`config.mk`:
```
export PLATFORM = sky130hd
export DESIGN_NAME = ieeedrv_sd_arb_flat
export DESIGN_NICKNAME = d
export VERILOG_FILES = /design/src/rtl/ieeedrv_sd_arb_if.sv /design/src/rtl/ieeedrv_sd_arb.sv /design/src/flat_wrapper.sv
export SDC_FILE = /design/constraint.sdc
export NUM_CORES = 1
export LEC_CHECK = 0
export ABC_AREA = 1
export BUFFER_PORTS_ARGS = -buffer_cell sky130_fd_sc_hd__buf_4
export CORE_ASPECT_RATIO = 2
export CORE_UTILIZATION = 44
export DETAILED_ROUTE_END_ITERATION = 8
export PLACE_DENSITY = 0.73
export SYNTH_ARGS = -nofsm -noshare
export SYNTH_HDL_FRONTEND = slang
export SYNTH_SLANG_ARGS = --single-unit
export TNS_END_PERCENT = 30
```
`constraint.sdc`:
```
create_clock -name clk_sys -period 1.4 [get_ports clk_sys]
set_input_delay 0.07 -clock clk_sys [delete_from_list [all_inputs] [get_ports clk_sys]]
set_output_delay 0.07 -clock clk_sys [all_outputs]
set_load 0.01 [all_outputs]
```
`src/rtl/ieeedrv_sd_arb_if.sv`:
```
// hps_io SD block-request port shared by the IEEE drive subdrives.
// The master modport is the arbiter side; the slave modport is the hps_io side.
interface ieeedrv_sd_arb_if;
  localparam int unsigned LBA_W  = 32;
  localparam int unsigned BLK_W  = 6;
  localparam int unsigned DATA_W = 8;

  logic [LBA_W-1:0]  sd_lba;
  logic [BLK_W-1:0]  sd_blk_cnt;
  logic              sd_rd;
  logic              sd_wr;
  logic              sd_ack;
  logic [DATA_W-1:0] sd_buff_din;

  modport master (
    output sd_lba,
    output sd_blk_cnt,
    output sd_rd,
    output sd_wr,
    output sd_buff_din,
    input  sd_ack
  );

  modport slave (
    input  sd_lba,
    input  sd_blk_cnt,
    input  sd_rd,
    input  sd_wr,
    input  sd_buff_din,
    output sd_ack
  );
endinterface

```
`src/rtl/ieeedrv_sd_arb.sv`:
```
// Round-robin arbiter folding NREQ SD block-request channels onto one hps_io SD port.
// One request in flight; sd_ack is routed back only to the granted channel.
module ieeedrv_sd_arb #(
  parameter int unsigned NREQ    = 2,
  parameter int unsigned TIMEOUT = 2**24
) (
  input  logic                  clk_sys,
  input  logic                  reset,
  input  logic [NREQ-1:0][31:0] req_lba,
  input  logic [NREQ-1:0][5:0]  req_blk_cnt,
  input  logic [NREQ-1:0]       req_rd,
  input  logic [NREQ-1:0]       req_wr,
  output logic [NREQ-1:0]       req_ack,
  output logic [NREQ-1:0]       req_err,
  input  logic [NREQ-1:0][7:0]  req_din,
  output logic [NREQ-1:0]       grant,
  ieeedrv_sd_arb_if.master      sd
);

  localparam int unsigned IW = (NREQ > 1) ? $clog2(NREQ) : 1;
  localparam int unsigned CW = 25;
  localparam logic [CW-1:0] CNT_MAX = {CW{1'b1}};
  localparam logic [CW-1:0] TO_CNT  = CW'(TIMEOUT);

  typedef enum logic [1:0] {
    IDLE = 2'd0,
    REQ  = 2'd1,
    XFER = 2'd2
  } state_t;

  state_t        state;
  logic [IW-1:0] rr;
  logic [IW-1:0] g_idx;
  logic [CW-1:0] wait_cnt;

  logic          found;
  logic [IW-1:0] win;
  int unsigned   j;

  // First requesting channel at or after the round-robin pointer.
  always_comb begin
    found = 1'b0;
    win   = '0;
    j     = 0;
    for (int unsigned i = 0; i < NREQ; i++) begin
      j = (32'(rr) + i) % NREQ;
      if (!found && (req_rd[IW'(j)] || req_wr[IW'(j)])) begin
        found = 1'b1;
        win   = IW'(j);
      end
    end
  end

  // hps_io data and ack only ever see the current owner; grant is zero outside REQ/XFER.
  always_comb begin
    sd.sd_buff_din = '0;
    for (int unsigned i = 0; i < NREQ; i++) begin
      if (grant[i]) sd.sd_buff_din = req_din[i];
    end
  end

  assign req_ack = grant & {NREQ{sd.sd_ack}};

  always_ff @(posedge clk_sys) begin
    if (reset) begin
      state         <= IDLE;
      rr            <= '0;
      g_idx         <= '0;
      wait_cnt      <= '0;
      grant         <= '0;
      req_err       <= '0;
      sd.sd_lba     <= '0;
      sd.sd_blk_cnt <= '0;
      sd.sd_rd      <= 1'b0;
      sd.sd_wr      <= 1'b0;
    end else begin
      req_err <= '0;
      case (state)
        IDLE: begin
          if (found) begin
            state         <= REQ;
            g_idx         <= win;
            grant         <= NREQ'(1) << win;
            sd.sd_lba     <= req_lba[win];
            sd.sd_blk_cnt <= req_blk_cnt[win];
            // A simultaneous read stays pending and wins a later grant.
            sd.sd_wr      <= req_wr[win];
            sd.sd_rd      <= req_rd[win] & ~req_wr[win];
            wait_cnt      <= '0;
          end
        end
        REQ: begin
          if (sd.sd_ack) begin
            state    <= XFER;
            sd.sd_rd <= 1'b0;
            sd.sd_wr <= 1'b0;
          end else if (!(req_rd[g_idx] || req_wr[g_idx])) begin
            state    <= IDLE;
            grant    <= '0;
            sd.sd_rd <= 1'b0;
            sd.sd_wr <= 1'b0;
          end else if (wait_cnt >= TO_CNT) begin
            state          <= IDLE;
            grant          <= '0;
            req_err[g_idx] <= 1'b1;
            sd.sd_rd       <= 1'b0;
            sd.sd_wr       <= 1'b0;
          end else if (wait_cnt != CNT_MAX) begin
            wait_cnt <= wait_cnt + CW'(1);
          end
        end
        XFER: begin
          if (!sd.sd_ack) begin
            state <= IDLE;
            grant <= '0;
            rr    <= (g_idx == IW'(NREQ - 1)) ? '0 : g_idx + IW'(1);
          end
        end
        default: begin
          state    <= IDLE;
          grant    <= '0;
          sd.sd_rd <= 1'b0;
          sd.sd_wr <= 1'b0;
        end
      endcase
    end
  end

endmodule

```
`src/flat_wrapper.sv`:
```
// flat-port wrapper written by rule: the top's interface ports become plain ports
module ieeedrv_sd_arb_flat 
#(
  parameter int unsigned NREQ    = 2,
  parameter int unsigned TIMEOUT = 2**24
)
  (clk_sys, reset, req_lba, req_blk_cnt, req_rd, req_wr, req_ack, req_err, req_din, grant, sd_sd_lba, sd_sd_blk_cnt, sd_sd_rd, sd_sd_wr, sd_sd_buff_din, sd_sd_ack);
  ieeedrv_sd_arb_if sd_i ();
  input  logic clk_sys;
  input  logic reset;
  input  logic [NREQ-1:0][31:0] req_lba;
  input  logic [NREQ-1:0][5:0] req_blk_cnt;
  input  logic [NREQ-1:0] req_rd;
  input  logic [NREQ-1:0] req_wr;
  output logic [NREQ-1:0] req_ack;
  output logic [NREQ-1:0] req_err;
  input  logic [NREQ-1:0][7:0] req_din;
  output logic [NREQ-1:0] grant;
  output wire logic [$bits(sd_i.sd_lba)-1:0] sd_sd_lba;
  output wire logic [$bits(sd_i.sd_blk_cnt)-1:0] sd_sd_blk_cnt;
  output wire logic [$bits(sd_i.sd_rd)-1:0] sd_sd_rd;
  output wire logic [$bits(sd_i.sd_wr)-1:0] sd_sd_wr;
  output wire logic [$bits(sd_i.sd_buff_din)-1:0] sd_sd_buff_din;
  input wire logic [$bits(sd_i.sd_ack)-1:0] sd_sd_ack;
  assign sd_sd_lba = sd_i.sd_lba;
  assign sd_sd_blk_cnt = sd_i.sd_blk_cnt;
  assign sd_sd_rd = sd_i.sd_rd;
  assign sd_sd_wr = sd_i.sd_wr;
  assign sd_sd_buff_din = sd_i.sd_buff_din;
  assign sd_i.sd_ack = sd_sd_ack;
  ieeedrv_sd_arb #(.NREQ(NREQ), .TIMEOUT(TIMEOUT)) u_core (.clk_sys(clk_sys), .reset(reset), .req_lba(req_lba), .req_blk_cnt(req_blk_cnt), .req_rd(req_rd), .req_wr(req_wr), .req_ack(req_ack), .req_err(req_err), .req_din(req_din), .grant(grant), .sd(sd_i));
endmodule
```
# After elaboration in Yosys (flattened, before gate mapping)
# Cells that the tools add are included.
# Widths: inputs -> output; s select.
[word_totals] ff_bits=73 in_bits=99 output_inout_bits=54 word_cells=105
[op_classes] n_addsub=3 order_cmp=6 n_eq_ne=11 shifts=1 muxes=51 n_bitwise=8 n_reduce_logical=15
[ops] op="$mux 25" n=5
[ops] op="$mux 32" n=2
[ops] op="$pmux 25 s2" n=1
[ops] op="$mux 1" n=27
[ops] op="$add 25x1->25 const B" n=1
[ops] op="$ge 25x25->1 const B" n=1
[ops] op="$ne 25x25->1 const B" n=1
[ops] op="$mux 8" n=2
[ops] op="$mux 2" n=7
[ops] op="$mux 6" n=2
[ops] op="$pmux 2 s3" n=2
[ops] op="$lt 1x2->1 const B" n=4
[ops] op="$ne 2x1->1 const B" n=3
[ops] op="$ne 2x2->1 const B" n=3
[ops] op="$not 1->1" n=6
[ops] op="$pmux 1 s3" n=2
[ops] op="$reduce_and 3->1" n=2
[ops] op="$reduce_and 6->1" n=1
[ops] op="$reduce_or 5->1" n=1
[ops] op="$ne 4x4->1 const B" n=1
[ops] op="$reduce_and 2->1" n=2
[ops] op="$reduce_and 4->1" n=1
[ops] op="$logic_or 1x1->1" n=3
[ops] op="$ne 3x3->1 const B" n=1
[ops] op="other kinds (12)" n=14

# Longest topological paths before layout
[logic_depth] ltp_word=13 mapped_depth=11 depth_no_buf=10

# Worst setup path before layout
# No wires, ideal clock.
[synth_path] path_kind="register to register" start="reg u_core.wait_cnt[0]" end="reg u_core.wait_cnt[14]" setup_time_ns=0.116 arrival_time_ns=1.359 required_time_ns=1.284 path_slack_ns=-0.074 stages_incl_launch_ff=9 n_path_buf=0 period_less_slack_ns=1.474 path_cell_list="dfxtp_1 -> ha_1 -> inv_1 -> nor2_2 -> nand2_1 -> nor3_4 -> nand3b_1 -> o21ai_0 -> nor2_1"
[synth_via] elab_chain_len=6 word_cells_on_any_way=11 cone_classes="1 x add/sub; 1 x order compare; 3 x eq/ne; 5 x mux; 1 x reduce/logical"
[synth_rtl] element="start, declared" line_no="ieeedrv_sd_arb.sv:34" text="logic [CW-1:0] wait_cnt;"
[synth_rtl] element="start signal, assigned" line_no="ieeedrv_sd_arb.sv:109" text="wait_cnt <= wait_cnt + CW'(1);"
[synth_rtl] element="$add 25x1->25" line_no="ieeedrv_sd_arb.sv:109"
[synth_rtl] element="$mux 25" line_no="ieeedrv_sd_arb.sv:108" text="end else if (wait_cnt != CNT_MAX) begin"
[synth_rtl] element="$mux 25" line_no="ieeedrv_sd_arb.sv:102" text="end else if (wait_cnt >= TO_CNT) begin"
[synth_rtl] element="$mux 25" line_no="ieeedrv_sd_arb.sv:97" text="end else if (!(req_rd[g_idx] || req_wr[g_idx])) begin"
[synth_rtl] element="$mux 25" line_no="ieeedrv_sd_arb.sv:93" text="if (sd.sd_ack) begin"
[synth_rtl] element="$pmux 25 s2" line_no="ieeedrv_sd_arb.sv:78" text="case (state)"
# Parallel ways exist; a longest one is shown, timed or not. The select of a mux whose other input is x is not followed.
# A chain may end at the register's enable or synchronous reset.

# Final worst setup path
[layout_path] start="reg u_core.wait_cnt[6]" end="reg u_core.wait_cnt[21]"
# Same word-level chain as after synthesis.

==> results.cfg <==
[sta]
hold_ws_ns = 0.00746
clock_skew_ns = 0.00677
fin_ws_ns = -0.0643
finalSetupTns_ns = -0.241
slew_viol_final = 0
min_period_ns = 1.46
finalHoldViolations = 0
worst_pin_slew_ns = 0.419
final-setup-viol-count = 8
slew_headroom_pct = 72.0
rsz0062_at_grt = yes
finalCritPeriodShare_pct = 105
fmax_mhz = 683

[worst_setup_path]
startpoint = u_core.wait_cnt[6]
ff2ff_path_depth = 6
crit_arrival_ns = 1.68
crit_path_max_fanout = 4
start_kind = flip-flop
cp-end-kind = flip-flop
required_ns = 1.61
critical_path_class = reg -> reg
r2r_start = u_core.wait_cnt[6]

[clocking]
htreeDepth = 3
clockRootBuffer = clkbuf_16
cts.clk_slew.worst_paths_ns = 0.06
cts_tree = yes
clk_latency_ns = 0.33
clock_sinks = 73
clk_path_buf_depth = 2
numCtsBuffers = 9

[placed_design]
hpwl_um = 9430
gp_congestion = 0.914
numPortBuffers = 152
place_area_um2 = 5260

[status]
outcome = complete, but fails checks
violations = setup timing

[drt]
via_count = 4566
ant_nets = 0
wl_per_cell_um = 15.4
drt_wl_total_um = 13100
drc_errors = 0
dr.pass1.iters = 6
drt-vias-per-instance = 5.37
drtIter0Drc = 280

[cells_and_area]
final_nets = 850
n_antenna_cell = 0
area_delta_synth_final_pct = 57.4
drive_gt1_share_pct = 39.1
fillers = 664
final_cell_area_um2 = 5890
multi_input_area_um2 = 2150
seqCellArea_um2 = 1480

[pwr]
power.density_nw_per_um2 = 996
leakagePower_nw = 2.56
power_mw = 5.87
irDropWorstVdd_mv = 0.750

[die]
design.core.area_um2 = 8230
io_pins = 153
fp.dieW_um = 67.2
fp-row-count = 47
die_y_um = 132
initial_core_util_pct = 45.5
dieArea_um2 = 8900

[synthesis]
synth_cell_types = 32
synthCells = 554
synth_area_um2 = 3740
synth-seq-area-share_pct = 39.0
ys_ff_latch = 73
synth_top_area_cell = dfxtp_1
syn_avg_cell_area_um2 = 6.76
ys_warn_count = 0
syn_nets = 654
synth_top_area_share_pct = 39.0
yosys-top-cells-area = dfxtp_1 39%, nand2_1 15%, nor2_1 8.2%

[min_path]
min_path_type = in -> reg
worstHoldPathCells = 3
min_from = req_lba[5]

[global_routing]
grt.total_usage_pct = 29.6
first_global_vias = 4443
grt_pass1_wl_um = 20200
grt_max_degree = 41
overflow = 0
antenna_found_initial = 0

[run]
maxCapViolations = 0
[path summary, 6_finish.rpt]
path,end,slack [ns]
worst max-delay path,u_core.wait_cnt[21],-0.06
worst min-delay path,u_core.sd.sd_lba[5],0.007
worst max register to register,u_core.wait_cnt[21],-0.06
worst min register to register,u_core.sd.sd_lba[4],0.46
[cell type report]
type                            instances  area share, %
Clock buffer                           13           4.59
Inverter                               44           2.87
Multi-Input combinational cell        408           36.5
Sequential cell                        73           25.0
Tap cell                               98           2.08
Timing Repair Buffer                  214           28.9
[synthesized netlist by cell type, drive strengths merged]
cell type  number
nor3            5
o211ai         38
o21ai          51
a31oi           1
nor3b           2
nand3          26
buf            19
or2             2
inv            44
nor2           86
nand4          12
a21oi          28
clkbuf         10
nand2         150
o21bai          3
ha              1
dfxtp          73
nand3b          2
o22ai           1
[flip-flops by register name, summed over array words and instances (netlist names)]
name / flops
u_core.sd.sd_rd: 1
u_core.rr: 1
u_core.sd.sd_wr: 1
u_core.grant: 2
u_core.sd.sd_blk_cnt: 6
u_core.req_err: 2
u_core.wait_cnt: 25
u_core.sd.sd_lba: 32
u_core.state: 2
u_core.g_idx: 1
[kinds of logic (layout without fill, tap and decap cells)]
group / Yosys count / in the layout / share of synthesized area [%]
buffers and inverters: 73 / 271 / 8.76
and+or+nand+nor: 285 / 285 / 32.5
DFF: 73 / 73 / 39.0
adders and majority gates: 1 / 1 / 0.334
AOI/OAI and AO/OA: 122 / 122 / 19.4
[placed cells by master, fill, tap and decap left out, drive strengths merged]
cell / count
buf: 213
or2: 2
clkinvlp: 1
o21ai: 51
nand2: 150
nor3: 5
nor3b: 2
o211ai: 38
inv: 43
ha: 1
nor2: 86
nand3: 26
nand4: 12
dfxtp: 73
o21bai: 3
o22ai: 1
nand3b: 2
a31oi: 1
a21oi: 28
clkbuf: 14
[where the power goes]
part | leakage, nW | switching [mW] | internal, mW | total (mW)
Sequential | 0.602 | 0.0992 | 2.24 | 2.34
Combinational | 1.82 | 0.689 | 0.719 | 1.41
Clock | 0.134 | 0.806 | 1.32 | 2.12
Total | 2.56 | 1.59 | 4.27 | 5.87
[per-layer routing]
layer,GRT usage [%],share of wire [%],up-vias
met3,6.72,6.0,61
met1,30.4,34,2092
met5,0,0,-
met4,19.1,6.3,0
li1,-,-,2222
met2,51.1,53,191
[what timing repair did]
item / CTS / global route
hold buffers: 0 / 0
setup endpoints to repair: 11 / 54
buffers inserted: 3 / 9
resized for setup: 19 / 60
gates cloned: 0 / 1
pin swaps: 7 / 24
[critical path, stage by stage, from the launching register on]
cell and delay (ns):
dfxtp_1 0.38, nand2_1 0.11, nor2_1 0.16, nor3b_4 0.33
nand2_2 0.11, nor3b_2 0.18, nor2_1 0.07
[stage by stage]
stage / setup WS [ns] / instances / utilization (%)
floorplan: 0.0123 / 554 / -
global placement: -0.0601 / 824 / 63.9
detailed placement: -0.0799 / 824 / 63.9
CTS: -0.0260 / 840 / 68.1
global route: -0.175 / 850 / 71.6
finish: -0.0643 / 850 / 71.6
Power figures use the tool's default switching activity.
